`config.mk`:
```
export PLATFORM = sky130hd
export DESIGN_NAME = mult_controller
export DESIGN_NICKNAME = d
export VERILOG_FILES = /design/src/rtl/mult_controller.sv
export SDC_FILE = /design/constraint.sdc
export NUM_CORES = 1
export LEC_CHECK = 0
export ABC_AREA = 1
export ABC_CLOCK_PERIOD_IN_PS = 1400
export BUFFER_PORTS_ARGS = -buffer_cell sky130_fd_sc_hd__buf_2
export CORE_AREA = 5 5 42 44
export CTS_BUF_LIST = sky130_fd_sc_hd__clkbuf_8
export CTS_CLUSTER_SIZE = 28
export DETAILED_ROUTE_END_ITERATION = 10
export DIE_AREA = 0 0 47 49
export GPL_ROUTABILITY_DRIVEN = 1
export PLACE_DENSITY_LB_ADDON = 0.1
export SLEW_MARGIN = 0
export SYNTH_ARGS = -nofsm -noshare
export SYNTH_HDL_FRONTEND = slang
export SYNTH_SLANG_ARGS = --single-unit
```
`constraint.sdc`:
```
create_clock -name clk -period 1.4 [get_ports clk]
set_clock_uncertainty 0.05 [all_clocks]
set_input_delay 0.28 -clock clk [delete_from_list [all_inputs] [get_ports clk]]
set_output_delay 0.28 -clock clk [all_outputs]
set_load 0.01 [all_outputs]
```
`src/rtl/mult_controller.sv`:
```
// ---------------------------------------------------------------------------
// mult_controller
//
// Moore FSM that sequences a shift-and-add multiplier datapath. Each of the
// WIDTH iterations visits TEST and SHIFT, with an ADD in between whenever the
// multiplier LSB is one. All control outputs are decoded from the registered
// state only, so there is no combinational path from inputs to outputs.
//
// Parameters
//   WIDTH    multiplier operand width = iteration count (2..16)
//
// Ports
//   clk      clock, all state changes on the rising edge
//   clr      asynchronous active-low reset (forces IDLE, counter 0)
//   start    begin one multiplication; only sampled in IDLE
//   b_lsb    LSB of the datapath multiplier register
//   b_zero   datapath multiplier register is all zero
//   load     load operand registers A, B
//   clr_acc  clear the product accumulator
//   add_en   accumulator += shifted multiplicand
//   shift    multiplicand << 1, multiplier >> 1
//   busy     high in every legal state except IDLE
//   done     one-cycle pulse, product valid in the accumulator
//   state    current state code (debug / LED display)
//
// Build option
//   MULT_CTRL_EARLY_EXIT_EN  when defined, TEST jumps straight to DONE as
//                            soon as b_zero is high. When undefined, b_zero
//                            is present but ignored.
// ---------------------------------------------------------------------------
module mult_controller #(
    parameter int WIDTH = 4
) (
    input  logic       clk,
    input  logic       clr,
    input  logic       start,
    input  logic       b_lsb,
    input  logic       b_zero,
    output logic       load,
    output logic       clr_acc,
    output logic       add_en,
    output logic       shift,
    output logic       busy,
    output logic       done,
    output logic [2:0] state
);

    localparam int CNT_W = (WIDTH > 2) ? $clog2(WIDTH) : 1;
    localparam logic [CNT_W-1:0] LAST_ITER = CNT_W'(WIDTH - 1);

    localparam logic [2:0] S_IDLE  = 3'b000;
    localparam logic [2:0] S_LOAD  = 3'b001;
    localparam logic [2:0] S_TEST  = 3'b010;
    localparam logic [2:0] S_ADD   = 3'b011;
    localparam logic [2:0] S_SHIFT = 3'b100;
    localparam logic [2:0] S_DONE  = 3'b101;

    logic [2:0]       state_r;
    logic [2:0]       state_nxt;
    logic [CNT_W-1:0] cnt_r;
    logic             early_exit;

`ifdef MULT_CTRL_EARLY_EXIT_EN
    // Remaining multiplier bits are all zero: nothing left to add.
    assign early_exit = b_zero;
`else
    logic unused_b_zero;
    assign early_exit    = 1'b0;
    assign unused_b_zero = b_zero;
`endif

    // State register and iteration counter
    always_ff @(posedge clk or negedge clr) begin
        if (!clr) begin
            state_r <= S_IDLE;
            cnt_r   <= '0;
        end else begin
            state_r <= state_nxt;
            if (state_r == S_LOAD) begin
                cnt_r <= '0;
            end else if (state_r == S_SHIFT && cnt_r != LAST_ITER) begin
                cnt_r <= cnt_r + CNT_W'(1);
            end
        end
    end

    // Next-state logic
    always_comb begin
        state_nxt = S_IDLE;
        case (state_r)
            S_IDLE:  state_nxt = start ? S_LOAD : S_IDLE;
            S_LOAD:  state_nxt = S_TEST;
            S_TEST: begin
                if (early_exit) begin
                    state_nxt = S_DONE;
                end else if (b_lsb) begin
                    state_nxt = S_ADD;
                end else begin
                    state_nxt = S_SHIFT;
                end
            end
            S_ADD:   state_nxt = S_SHIFT;
            S_SHIFT: state_nxt = (cnt_r == LAST_ITER) ? S_DONE : S_TEST;
            // DONE always passes through IDLE, so a held start costs one
            // IDLE cycle between operations.
            S_DONE:  state_nxt = S_IDLE;
            default: state_nxt = S_IDLE;
        endcase
    end

    // Output decode (registered state only); illegal codes drive nothing
    always_comb begin
        load    = 1'b0;
        clr_acc = 1'b0;
        add_en  = 1'b0;
        shift   = 1'b0;
        busy    = 1'b0;
        done    = 1'b0;
        case (state_r)
            S_LOAD: begin
                load    = 1'b1;
                clr_acc = 1'b1;
                busy    = 1'b1;
            end
            S_TEST:  busy = 1'b1;
            S_ADD: begin
                add_en = 1'b1;
                busy   = 1'b1;
            end
            S_SHIFT: begin
                shift = 1'b1;
                busy  = 1'b1;
            end
            S_DONE: begin
                done = 1'b1;
                busy = 1'b1;
            end
            default: ;
        endcase
    end

    assign state = state_r;

endmodule
```
Word level (Yosys, flattened, before mapping)
Index checks and enable logic that the tools add are counted.

Output and inout port bits: 9. Logic and storage cells: 25. Register bits after elaboration: 5.

Multiplexer cells: 11. Reductions and logical operators: 4. $add $sub $neg: 1. Eq/ne operators: 7.

Operators with widths (count): $pmux 3 s5 (1); $eq 3x2->1 const B (2); $eq 3x3->1 const B (2); $mux 1 (6); $mux 3 (2); $reduce_or 5->1 (1); $mux 2 (2); $eq 3x1->1 const B (1); $logic_not 3->1 (1); $add 2x1->2 const B (1); $eq 2x2->1 const B (1); $ne 2x2->1 const B (1); $reduce_bool 2->1 (1); $logic_and 1x1->1 (1).

Logic depth before layout (Yosys ltp)
Depth in word-level cells: 4. Mapped depth: 5. Mapped depth without buffers: 5.

Worst setup path after synthesis
No wires, ideal clock.

Path type: flip-flop to output port. Start: register state_r[2], in the netlist state[2]. End: output load. Path slack: 144 ps. Data required time: 1070 ps. Arrival time: 926 ps. Cell stages (with the launch flop): 5. Cell sequence: dfrtp_1 inv_1 nand3_2 inv_1 buf_4.

Cells in the longest elaborated chain, start to end: 2.

Ends and longest elaborated chain: start: declaration (line 58) `logic [2:0] state_r;`; start signal: assignment (line 78) `state_r <= state_nxt;`; $eq 3x1->1; $mux 1; end: declaration (line 39) `output logic load,`.

No other way between the ends.

Worst setup path in the final report
Start: register state_r[1], in the netlist state[1]. End: output shift.

Cells in the longest elaborated chain, start to end: 2.

Ends and longest elaborated chain: $eq 3x3->1 (line 119) `case (state_r)`; $mux 1 (line 119); end: declaration (line 42) `output logic shift,`.

No other way between the ends.

==> results.ini <==
[run_status]
outcome = completed

[die]
io-pin-count = 14
die-width_um = 47
initial_core_util_pct = 20.45
die_h_um = 49
coreArea_um2 = 1401
dieArea_um2 = 2303
rows = 14

[placed_design]
io_buffers = 12
gp_congestion = 0.7649
hpwl_um = 604.6
placed_area_um2 = 359.1

[clock_network]
cts_buffer_depth = 2
cts_buffers = 3
insertion_delay_ns = 0.22
cts_root_buf = clkbuf_8
htreeDepth = 1
cts_tree = done
path_clk_slew_ns = 0.03
numClockSinks = 5

[power]
p_leak_uw = 0.0002531
irDropWorstVdd_mv = 0.8741
powerDensity_nw_per_um2 = 2343
switchingPower_uw = 436.3
power.internal_uw = 642.3
swShare_pct = 40.45
pwr-share-seq_pct = 28.3
pwr-share-clk_pct = 23.1
power_frac_comb_pct = 48.6

[synthesis]
yosys.area_share.adder_pct = 4.367
synth_ff_type = dfrtp_1
yosysUniqueCellTypes = 13
synth-edff-count = 0
synth-seq-cells = 5
synth_top_cell_by_area = dfrtp_1
yosysMostFrequentCell = nand3_1
syn_nets = 42
synthSimpleGateAreaFrac_pct = 36.68
syn_area_um2 = 286.5
synth_compound_area_share_pct = 3.493
ys_warn_count = 0
yosysTopAreaCellShare_pct = 43.67
synthArstFlopShare_pct = 100.0
ys_seq_area_share_pct = 43.67
syn_avg_cell_area_um2 = 7.959
synth_top_cells_by_count = 9 x nand3_1, 6 x inv_1, 5 x dfrtp_1
synth_top_family_by_area = simple AND/OR/NAND/NOR gates
synth_xor_area_share_pct = 0
syn_inst = 36
synthMuxAreaShare_pct = 0
synth_area_leaders = dfrtp_1 44%, nand3_1 16%, inv_1 7.9%

[grt]
grt_first_pass_wirelength_um = 1242
grt_pass1_vias = 288
grt_usage_pct = 7.355
grt_antenna_before_repair = 0
grt_max_degree = 7
grt_overflow = 0

[final_layout]
nets = 63
syn2layout_area_growth_pct = 60.70
drive_above_1_share_pct = 51.79
nFillCells = 175
fin_area_um2 = 460.4
final_util_pct = 32.86
num_antenna_cells = 0

[timing]
tightest_slew_ns = 0.1844
rsz0062_at_grt = true
period_share_pct = 99.02
final.min_clock_period_ns = 1.386
slew_viol_final = 0
maxSlewHeadroom_pct = 87.71
fmax_ghz = 0.7213
setup_viol = 0
hold_viol = 0

[critical_path]
crit_chain = inv_2 > nand2_2 > nor2_2 > buf_2
critPathMaxStageDelay_ns = 0.44
worstPathRequired_ns = 1.07
cp_top_family = flip-flops
cp-end-kind = primary output
crit_fanout = 5
crit_type = register to primary output
cp.arrival_ns = 1.06
critPathLaunchType = register
crit_buf_inv = 2
cpMaxStageDelayCell = dfrtp_2

[drt]
first_iter_violations = 0
ant_nets = 0
vias = 304
wl_per_cell_um = 10.57
avgViaCountPerCell = 4.222
routed_wl_um = 761
first_pass_iters = 1
drc = 0

[worst_hold_path]
worstHoldPathType = input port to register

[run]
cap_violations = 0

## final cells by class
cell class / instances / area, µm² / area share, %
Sequential cell: 5 / 128.9 / 27.99
Multi-Input combinational cell: 23 / 137.6 / 29.89
Timing Repair Buffer: 17 / 100.1 / 21.74
Tap cell: 16 / 20.02 / 4.348
Clock buffer: 3 / 41.29 / 8.967
Inverter: 7 / 28.78 / 6.250
Clock inverter: 1 / 3.754 / 0.8152
## kinds of logic (layout without fill, tap and decap cells)
family,Yosys count,count (layout)
compound gates,2,2
buf+inv,8,28
flops,5,5
simple gates,20,20
fa+ha+maj,1,1
## metal layers
metal	share of wire, %	up-vias	GRT usage [%]	wire length [µm]
li1	-	157	-	-
met1	38	140	8.463	292
met2	51	7	11.31	391
met3	10	0	4.797	77
met4	0	0	1.382	0
met5	0	-	0	0
## worst reg2reg max path, stage by stage (launching register included)
cell and delay (ns):
dfrtp_2 0.47, nor2_4 0.14, buf_4 0.12, nand3_1 0.11
nand3_1 0.09, nand2_1 0.05
## registers in the layout, indices dropped and copies added, names as in the netlist
register,cells
cnt_r,2
state,3
## cell usage in the layout (no fill, tap or decap)
cell,instances
nand2_1,3
nand3_1,9
nor2_1,3
nor2_2,1
inv_1,5
nand2_2,1
o21ai_0,2
dlygate4sd3_1,1
inv_4,1
inv_2,2
nand4_1,1
nand3_4,1
dfrtp_1,2
ha_1,1
clkbuf_8,3
buf_4,4
dfrtp_2,3
nor2_4,1
buf_2,12
## through the flow
stage               power (µW)  setup WS (ns)  std cells  hold WS (ns)  setup TNS [ns]
detailed placement       708.4         0.1492         63       0.04628               0
global route              1175       -0.04789         72        0.3052         -0.1836
global placement         700.6         0.1566         63       0.04640               0
CTS                       1001        0.01125         69        0.2864               0
floorplan                553.8         0.1437         36      -0.06559               0
finish                    1079        0.01369         72        0.2869               0
## power by group through the flow
stage               Combinational (µW)  Sequential [µW]  Clock [µW]
CTS                                446              298         257
detailed placement                 412              297           0
global route                       586              322         268
global placement                   406              294           0
finish                             524              305         249
floorplan                          257              297           0
## what timing repair did
action / in CTS / in global routing
hold buffers: 1 / 0
resized for setup: 5 / 3
setup buffers: 1 / 3
pin swaps: 0 / 1
setup endpoints to repair: 5 / 6
endpoints found under the hold margin: 5 / 0
## path summary, 6_finish.rpt
path | endpoint | slack (ns) | from | cells after the start
max in group asynchronous | state[2] | 0.80 | clr | 2
max | shift | 0.01 | state[1] | 4
max reg2reg | cnt_r[1] | 0.25 | state[0] | 5
min | state[0] | 0.29 | start | 3
min reg2reg | cnt_r[1] | 0.46 | cnt_r[1] | 2
min in group asynchronous | state[0] | 0.36 | clr | 2
Note: power is estimated with default switching activity, not from simulation.
